**src/rtl/vga_capture.sv**
```systemverilog
// vga_capture: recovers active-area pixels and frame timing from a VGA stream.
// Optional VGA_CAPTURE_CRC_EN adds a per-frame CRC-16-CCITT of the active pixels.
module vga_capture #(
    parameter int C_bits_x     = 12,
    parameter int C_bits_y     = 11,
    parameter int C_data_delay = 1
) (
    input  logic                clk_pixel,
    input  logic                reset,
    input  logic [7:0]          vga_r,
    input  logic [7:0]          vga_g,
    input  logic [7:0]          vga_b,
    input  logic                vga_hsync,
    input  logic                vga_vsync,
    input  logic                vga_blank,
    output logic                pixel_valid,
    output logic [C_bits_x-1:0] pixel_x,
    output logic [C_bits_y-1:0] pixel_y,
    output logic [7:0]          pixel_r,
    output logic [7:0]          pixel_g,
    output logic [7:0]          pixel_b,
    output logic                frame_start,
    output logic [C_bits_x-1:0] meas_frame_x,
    output logic [C_bits_y-1:0] meas_frame_y,
    output logic [C_bits_x-1:0] meas_active_x,
    output logic [C_bits_y-1:0] meas_active_y,
    output logic                locked,
    output logic                timing_error
`ifdef VGA_CAPTURE_CRC_EN
    ,
    output logic [15:0]         frame_crc,
    output logic                frame_crc_valid
`endif
);

    localparam logic [C_bits_x-1:0] HMAX = '1;
    localparam logic [C_bits_x-1:0] HSAT = HMAX - 1'b1;
    localparam logic [C_bits_y-1:0] VMAX = '1;

    typedef enum logic [1:0] {
        S_SEARCH,
        S_MEASURE,
        S_VERIFY,
        S_LOCKED
    } state_t;

    typedef struct packed {
        logic [C_bits_x-1:0] fx;
        logic [C_bits_y-1:0] fy;
        logic [C_bits_x-1:0] ax;
        logic [C_bits_y-1:0] ay;
    } meas_t;

    logic                hs_q, hs_p_q, vs_q, vs_p_q, blank_p_q;
    logic                blank_d;
    logic                hs_rise, vs_rise, active, run_end;
    logic [C_bits_x-1:0] hcnt_q, hcnt_d, line_len_q, line_len_d;
    logic [C_bits_y-1:0] vcnt_q, vcnt_d;
    logic [C_bits_x-1:0] ax_q, ax_d, last_ax_q, last_ax_d;
    logic [C_bits_y-1:0] ay_q, ay_d;
    state_t              state_q, state_d;
    meas_t               cand, stored_q, meas_q;
    logic                cand_eq, sat_evt, store_en, meas_en, lost;
    logic                pix_valid_q, frame_start_q, error_q;
    logic [C_bits_x-1:0] pix_x_q;
    logic [C_bits_y-1:0] pix_y_q;
    logic [23:0]         pix_rgb_q;

    // blank_d lines up with the rgb pins, which trail blank by C_data_delay
    if (C_data_delay == 0) begin : g_nodly
        assign blank_d = vga_blank;
    end else begin : g_dly
        logic [C_data_delay-1:0] sr_q;
        always_ff @(posedge clk_pixel) begin
            if (reset) sr_q <= '1;
            else       sr_q <= C_data_delay'({sr_q, vga_blank});
        end
        assign blank_d = sr_q[C_data_delay-1];
    end

    assign hs_rise = hs_q & ~hs_p_q;
    assign vs_rise = vs_q & ~vs_p_q;
    assign active  = ~blank_d;
    assign run_end = blank_d & ~blank_p_q;
    assign sat_evt = (hcnt_q == HSAT) & ~hs_rise;

    always_comb begin
        hcnt_d     = hcnt_q;
        line_len_d = line_len_q;
        vcnt_d     = vcnt_q;
        ax_d       = ax_q;
        last_ax_d  = last_ax_q;
        ay_d       = ay_q;
        if (hs_rise) begin
            hcnt_d     = C_bits_x'(1);
            line_len_d = hcnt_q;
        end else if (hcnt_q != HMAX) begin
            hcnt_d = hcnt_q + 1'b1;
        end
        if (vs_rise)                       vcnt_d = '0;
        else if (hs_rise && vcnt_q != VMAX) vcnt_d = vcnt_q + 1'b1;
        if (hs_rise)     ax_d = '0;
        else if (active) ax_d = ax_q + 1'b1;
        if (run_end && ax_q != '0) last_ax_d = ax_q;
        if (vs_rise)      ay_d = '0;
        else if (run_end) ay_d = ay_q + 1'b1;
    end

    // a coincident hsync edge still belongs to the frame that is closing
    always_comb begin
        cand.fx = hs_rise ? hcnt_q : line_len_q;
        cand.fy = vcnt_q + C_bits_y'(hs_rise);
        cand.ax = last_ax_q;
        cand.ay = ay_q;
        cand_eq = (cand == stored_q);
    end

    always_ff @(posedge clk_pixel) begin
        if (reset) state_q <= S_SEARCH;
        else       state_q <= state_d;
    end

    always_comb begin
        state_d = state_q;
        if (sat_evt) begin
            state_d = S_SEARCH;
        end else if (vs_rise) begin
            case (state_q)
                S_SEARCH:  state_d = S_MEASURE;
                S_MEASURE: state_d = S_VERIFY;
                S_VERIFY:  state_d = cand_eq ? S_LOCKED : S_VERIFY;
                S_LOCKED:  state_d = cand_eq ? S_LOCKED : S_VERIFY;
                default:   state_d = S_SEARCH;
            endcase
        end
    end

    always_comb begin
        store_en = 1'b0;
        meas_en  = 1'b0;
        lost     = 1'b0;
        if (!sat_evt && vs_rise) begin
            case (state_q)
                S_MEASURE: store_en = 1'b1;
                S_VERIFY: begin
                    meas_en  = cand_eq;
                    store_en = ~cand_eq;
                end
                S_LOCKED: begin
                    store_en = ~cand_eq;
                    lost     = ~cand_eq;
                end
                default: ;
            endcase
        end
    end

    assign locked = (state_q == S_LOCKED);

    always_ff @(posedge clk_pixel) begin
        if (reset) begin
            hs_q          <= 1'b0;
            hs_p_q        <= 1'b0;
            vs_q          <= 1'b0;
            vs_p_q        <= 1'b0;
            blank_p_q     <= 1'b1;
            hcnt_q        <= '0;
            line_len_q    <= '0;
            vcnt_q        <= '0;
            ax_q          <= '0;
            last_ax_q     <= '0;
            ay_q          <= '0;
            stored_q      <= '0;
            meas_q        <= '0;
            pix_valid_q   <= 1'b0;
            pix_x_q       <= '0;
            pix_y_q       <= '0;
            pix_rgb_q     <= '0;
            frame_start_q <= 1'b0;
            error_q       <= 1'b0;
        end else begin
            hs_q          <= vga_hsync;
            hs_p_q        <= hs_q;
            vs_q          <= vga_vsync;
            vs_p_q        <= vs_q;
            blank_p_q     <= blank_d;
            hcnt_q        <= hcnt_d;
            line_len_q    <= line_len_d;
            vcnt_q        <= vcnt_d;
            ax_q          <= ax_d;
            last_ax_q     <= last_ax_d;
            ay_q          <= ay_d;
            if (store_en) stored_q <= cand;
            if (meas_en)  meas_q   <= cand;
            pix_valid_q   <= active & locked;
            if (active) begin
                pix_x_q   <= ax_q;
                pix_y_q   <= ay_q;
                pix_rgb_q <= {vga_r, vga_g, vga_b};
            end
            frame_start_q <= vs_rise;
            error_q       <= sat_evt | lost;
        end
    end

    assign pixel_valid   = pix_valid_q;
    assign pixel_x       = pix_x_q;
    assign pixel_y       = pix_y_q;
    assign pixel_r       = pix_rgb_q[23:16];
    assign pixel_g       = pix_rgb_q[15:8];
    assign pixel_b       = pix_rgb_q[7:0];
    assign frame_start   = frame_start_q;
    assign timing_error  = error_q;
    assign meas_frame_x  = meas_q.fx;
    assign meas_frame_y  = meas_q.fy;
    assign meas_active_x = meas_q.ax;
    assign meas_active_y = meas_q.ay;

`ifdef VGA_CAPTURE_CRC_EN
    logic [15:0] crc_q, fcrc_q;
    logic        fcrc_v_q;

    function automatic logic [15:0] crc24(input logic [15:0] c, input logic [23:0] d);
        logic [15:0] r;
        r = c;
        for (int i = 23; i >= 0; i--) begin
            r = (r[15] ^ d[i]) ? ({r[14:0], 1'b0} ^ 16'h1021) : {r[14:0], 1'b0};
        end
        return r;
    endfunction

    always_ff @(posedge clk_pixel) begin
        if (reset) begin
            crc_q    <= 16'hFFFF;
            fcrc_q   <= '0;
            fcrc_v_q <= 1'b0;
        end else begin
            if (vs_rise)     crc_q <= 16'hFFFF;
            else if (active) crc_q <= crc24(crc_q, {vga_r, vga_g, vga_b});
            if (vs_rise && locked) fcrc_q <= crc_q;
            fcrc_v_q <= vs_rise & locked;
        end
    end

    assign frame_crc       = fcrc_q;
    assign frame_crc_valid = fcrc_v_q;
`endif

endmodule

```
**config.mk**
```make
export PLATFORM = sky130hd
export DESIGN_NAME = vga_capture
export DESIGN_NICKNAME = d
export VERILOG_FILES = /design/src/rtl/vga_capture.sv
export SDC_FILE = /design/constraint.sdc
export NUM_CORES = 1
export LEC_CHECK = 0
export ABC_AREA = 0
export BUFFER_PORTS_ARGS = -buffer_cell sky130_fd_sc_hd__buf_2
export CORE_MARGIN = 2
export CORE_UTILIZATION = 35
export CTS_CLUSTER_SIZE = 20
export DETAILED_ROUTE_END_ITERATION = 6
export PLACE_DENSITY = 0.49
export SYNTH_ARGS = -nofsm -noshare
export SYNTH_HDL_FRONTEND = slang
export SYNTH_SLANG_ARGS = --single-unit
```
**constraint.sdc**
```tcl
create_clock -name clk_pixel -period 11 [get_ports clk_pixel]
set_input_delay 2.2 -clock clk_pixel [delete_from_list [all_inputs] [get_ports clk_pixel]]
set_output_delay 2.2 -clock clk_pixel [all_outputs]
set_load 0.02 [all_outputs]
```
# [Yosys cells after proc, flatten, opt, wreduce, memory -nomap -nowiden]
# Index checks and enable logic that the tools add are counted.
[word_totals] regBits=220 latch_bits=0 ramBits=0 rom_bits=0 in_bits=29 output_inout_bits=97 mem_count=0
[op_classes] add_sub_neg=5 mul=0 div_mod_pow=0 magnitude_cmp=0 eq_ne=7 n_shift=0 muxes=11 n_bitwise=12 reduce_logical=11
[ops] op="$eq 46x46->1" count=1
[ops] op="$add 12x1->12 const B" count=2
[ops] op="$add 11x1->11 const B" count=2
[ops] op="$eq 12x12->1 const B" count=1
[ops] op="$mux 12" count=1
[ops] op="$ne 12x12->1 const B" count=1
[ops] op="$reduce_bool 12->1" count=1
[ops] op="$add 11x1->11" count=1
[ops] op="$ne 11x11->1 const B" count=1
[ops] op="$mux 1" count=8
[ops] op="$reduce_or 2->1" count=4
[ops] op="$not 1->1" count=6
[ops] op="$pmux 2 s3" count=1
[ops] op="$and 1x1->1" count=5
[ops] op="$eq 2x2->1 const B" count=2
[ops] op="$logic_and 1x1->1" count=3
[ops] op="$eq 2x1->1 const B" count=1
[ops] op="$logic_not 2->1" count=1
[ops] op="$pmux 1 s2" count=1
[ops] op="$reduce_bool 2->1" count=1
[ops] op="$logic_not 1->1" count=1
[ops] op="$or 1x1->1" count=1

# [Longest topological paths before layout]
[logic_depth] ltp_word=8 ltp_mapped=16 mapped_depth_nobuf=12

# [Worst setup path before layout]
# No wires, ideal clock.
[synth_path] kind="flip-flop to flip-flop" startpoint="register hs_p_q" endpoint="register stored_q[34] in the netlist's numbering" arrival_time_ps=3806 t_required_ps=10879 path_slack_ps=7073 stages_incl_launch_ff=16 n_path_buf=3 path_cell_list="dfxtp_1 -> nand2b_1 -> clkinv_1 -> clkbuf_1 -> ha_1 -> ha_1 -> and3_1 -> nand4_4 -> and3b_1 -> or4_1 -> or4_1 -> nor3_1 -> a211o_1 -> buf_2 -> buf_4 -> mux2_2"
[synth_between] elab_chain_len=7 word_cells_on_any_way=12
[synth_rtl] element="start: declaration" line="54" rtl="logic hs_q, hs_p_q, vs_q, vs_p_q, blank_p_q;"
[synth_rtl] element="start signal: assignment" line="183" rtl="hs_p_q <= hs_q;"
[synth_rtl] element="$not 1->1 *" line="81" rtl="assign hs_rise = hs_q & ~hs_p_q;"
[synth_rtl] element="$and 1x1->1 *" line="81"
[synth_rtl] element="$add 11x1->11 (tied with other cells)" line="112" rtl="cand.fy = vcnt_q + C_bits_y'(hs_rise);"
[synth_rtl] element="$eq 46x46->1 / $and 1x1->1 (equally long branches)" line="115, 85"
[synth_rtl] element="$not 1->1 / $logic_not 1->1 (equally long branches)" line="147, 150, 142"
[synth_rtl] element="$pmux 1 s2 / $logic_and 1x1->1 (equally long branches)" line="143, 142"
[synth_rtl] element="$mux 1" line="142" rtl="if (!sat_evt && vs_rise) begin"
[synth_rtl] element="end signal: assignment" line="193" rtl="if (store_en) stored_q <= cand;"
[synth_rtl] element="end: declaration" line="62" rtl="meas_t cand, stored_q, meas_q;"
# Every way passes the cells marked *; elsewhere a longest branch is shown, timed or not.
# A chain may end at the register's enable or synchronous reset.

# [Worst setup path after layout]
[layout_path] startpoint="register hs_p_q" endpoint="register stored_q[35] in the netlist's numbering"
# The elaborated chain is that of the path after synthesis.

==> flow_summary_export.csv <==
group,metric,value,unit
cells_and_area,multi_input_area,4610,um^2
flow_run,maxCapViolations,0,
cells_and_area,areaGrowthSynthToFinish,18.0,%
floorplanning,die_x,168,um
drt,drt-initial-drc-count,291,
logic_synthesis,synthTopCellsByArea,"dfxtp_1 (47%), mux2i_1 (14%), nor2_1 (5.8%), nand2_1 (4.2%), xor2_1 (3.8%)",
grt,antenna_found_initial,0,
hold_path,worstHoldPathCells,1,
cells_and_area,final_util,0.422,
hold_path,holdCritPathClass,"reg2reg",
clock_network,numCtsBuffers,26,
logic_synthesis,syn-cell-area,9380,um^2
drt,wire_per_inst,15.2,um
cells_and_area,antennaDiodeCount,0,
timing,rsz0062_at_grt,"false",
worst_setup_path,cp.arrival,5.68,ns
clock_network,cts_root_buffer,"clkbuf_16",
power_and_ir_drop,power_density,160,nW/um^2
worst_setup_path,r2r_cells,13,
timing,final.period_utilization,0.479,
grt,grt_use_total,0.156,
timing,setup_tns,0,ns
worst_setup_path,slowest_delay,0.81,ns
worst_setup_path,reg2reg_from,"hs_p_q",
logic_synthesis,synthAdderAreaFrac,0.0120,
timing,hold_violations,0,
grt,gr-total-overflow,0,
logic_synthesis,synthFlopType,"dfxtp_1",
logic_synthesis,yosys_warnings,0,
timing,finalSetupViolCount,0,
worst_setup_path,crit_chain,"nand2b_1 > buf_4 > clkinv_1 > ha_1 > ha_1 > and3_1 > xnor2_1 > o22ai_1 > or4_1 > or4_1 > nor3_1 > a211o_1 > mux2_2",
timing,layout_min_cycle_time,5.27,ns
clock_network,htree_levels,1,
grt,first_global_vias,6564,
drt,dr.pass1.iters,4,
floorplanning,coreArea,26200,um^2
clock_network,post-cts-setup-buffer-count,0,
logic_synthesis,syn_avg_cell_area,9.33,um^2
timing,fin_skew,0.0188,ns
logic_synthesis,yosys.area.top_type,"dfxtp_1",
logic_synthesis,synthMuxAreaShare,0.159,
logic_synthesis,synth_top_area_frac,0.469,
floorplanning,start_util,0.358,
worst_setup_path,path_buf_inv,2,
drt,ant_nets,0,
placement,portBuffers,125,
floorplanning,num_io_pins,126,
grt,grt_max_degree,81,
worst_setup_path,critPathSlowestCell,"a211o_1",
clock_network,clk_path_buf_depth,3,
drt,viasPerCell,4.80,
logic_synthesis,synth_cell_types,57,
timing,layout_setup_ws,5.73,ns
logic_synthesis,yosysMostFrequentCell,"dfxtp_1",
logic_synthesis,synth_simple_gate_area_frac,0.188,
power_and_ir_drop,ir_worst_vdd,0.0938,mV
clock_network,cts_tree,"built",
logic_synthesis,synth_compound_area_frac,0.0579,
timing,clock.fmax,0.190,GHz
worst_setup_path,crit_family,"simple AND/OR/NAND/NOR gates",
logic_synthesis,synth_top_family_by_area,"simple AND/OR/NAND/NOR gates",
logic_synthesis,async_reset_ff_frac,0,
clock_network,cts.clk_slew.worst_paths,0.06,ns
logic_synthesis,yosysSeqAreaShare,0.469,
worst_setup_path,reg2reg_to,"stored_q[35]",
cells_and_area,stdcell_count,1449,
logic_synthesis,syn_inst,1006,
worst_setup_path,startpoint_type,"flip-flop",
floorplanning,rows,59,
placement,pre_cts_slack,5.73,ns
worst_setup_path,cp_max_fo,21,
worst_setup_path,endpoint_kind,"flip-flop",
worst_setup_path,critPathRequiredTime,11.41,ns
cells_and_area,regArea,4410,um^2
logic_synthesis,syn_nets,1044,
timing,drv_slew,0,
logic_synthesis,synth-seq-cells,220,
logic_synthesis,synth_edf_count,0,
placement,gp_congestion,0.756,
clock_network,post_cts_resized,0,
grt,grt_pass1_wl,35.8,mm
drt,finalWirelength,22.0,mm
power_and_ir_drop,power,1.77,mW
placement,dpl.cell_count,1402,
logic_synthesis,synth_common_cells,"dfxtp_1 (220), nor2_1 (146), mux2i_1 (131)",
cells_and_area,nets,1133,
clock_network,hold_buffers,0,
logic_synthesis,synth_xor_area_frac,0.0724,
cells_and_area,post_route_cells_drive_above_1_share,0.178,
floorplanning,die_area,28100,um^2
power_and_ir_drop,p_leak,4.97,nW
floorplanning,die-height,168,um
drt,drcViolationCount,0,
placement,dp_hpwl,15.0,mm
run_status,status,"complete, no violations",
hold_path,min_to,"frame_start",
cells_and_area,fillCellCount,2588,
worst_setup_path,crit_type,"reg2reg",
clock_network,cts.sinks,220,
timing,relSlewSlack,0.371,
drt,vias,6953,
worst_setup_path,r2r_slack,5.73,ns
timing,tightest_slew,0.943,ns
clock_network,clock_latency,0.54,ns
hold_path,hp-start,"vs_p_q",
==> cells in the final DEF (no fill, tap or decap), types with 3 or more instances in the layout <==
cell type,count
nor3_1,14
nor2_1,146
o21ai_0,14
mux2i_1,131
nand3_1,16
buf_2,124
a31oi_1,3
and4_1,4
buf_4,7
clkbuf_1,5
mux2_2,15
nor2b_1,27
dfxtp_1,219
or2_2,3
or3_1,8
bufinv_16,3
xnor2_1,34
a21oi_1,31
and3_1,9
o22ai_1,6
a211oi_1,4
xor2_1,41
a31o_1,9
ha_1,9
clkbuf_8,4
clkinv_2,6
nand2_1,106
inv_1,16
clkbuf_16,26
or4_1,5
nor4_1,3
nand4_1,17
nand2b_1,13
==> cell families after synthesis <==
group	count (synthesis)
multiplexers	147
XOR/XNOR	76
AO/OA/AOI/OAI	84
AND/OR/NAND/NOR	382
flip-flops	220
adder cells (fa/ha/maj)	9
buffers and inverters	88
==> cell type report <==
type                       instances  area share
clock inverter                    12      0.0151
clock buffer                      35      0.0655
timing repair buffer             131      0.0608
sequential                       220       0.398
tap                              335      0.0379
multi-input combinational        698       0.417
inverter                          18     0.00610
==> power by group <==
| group | switching, mW | internal (mW) |
|---|---|---|
| Sequential | 0.00644 | 0.805 |
| Clock | 0.345 | 0.535 |
| Combinational | 0.0492 | 0.0280 |
| Total | 0.400 | 1.37 |
==> sequential cells by signal, summed over array words and instances (netlist names) <==
signal         cells
timing_error       1
meas_active_x     12
ay_q              11
meas_frame_x      12
state_q            2
stored_q          46
pixel_y           11
vs_q               1
meas_active_y     11
hs_p_q             1
pix_rgb_q         24
ax_q              12
pixel_x           12
pixel_valid        1
vs_p_q             1
last_ax_q         12
line_len_q        12
hs_q               1
hcnt_q            12
meas_frame_y      11
blank_d            1
blank_p_q          1
vcnt_q            11
frame_start        1
==> worst max path at each step <==
stage / from / end / slack (ns) / cells past startpoint
final: hs_p_q / stored_q[35] / 5.73 / 13
after global routing: hs_p_q / stored_q[35] / 5.36 / 13
after CTS: hs_p_q / stored_q[35] / 5.69 / 13
after detailed placement: hs_p_q / stored_q[40] / 5.73 / 13
after global placement: hs_p_q / meas_frame_y[10] / 5.87 / 14
after floorplan: hs_p_q / stored_q[34] / 7.07 / 15
==> metrics by stage <==
stage / hold WS, ns / instance area [um^2]
after floorplan: 0.392 / 9380
after global placement: 0.407 / 10200
after detailed placement: 0.410 / 10200
after CTS: 0.418 / 11100
after global routing: 0.430 / 11100
final: 0.411 / 11100
==> worst register-to-register path: cells and delay by family, from the launching register on <==
kind	cells	cell delay, ns
compound gates	2	0.91
mux	1	0.41
simple gates	5	1.89
xor+xnor	1	0.25
flops	1	0.30
buf+inv	2	0.79
fa+ha+maj	2	0.61
==> per-layer routing <==
metal / up-vias / share of wire / global-route usage
met5: - / 0 / 0
met4: 0 / 0.026 / 0.0439
met3: 38 / 0.061 / 0.0416
met2: 158 / 0.44 / 0.251
met1: 3190 / 0.47 / 0.206
li1: 3567 / - / -
Power figures use the tool's default switching activity.
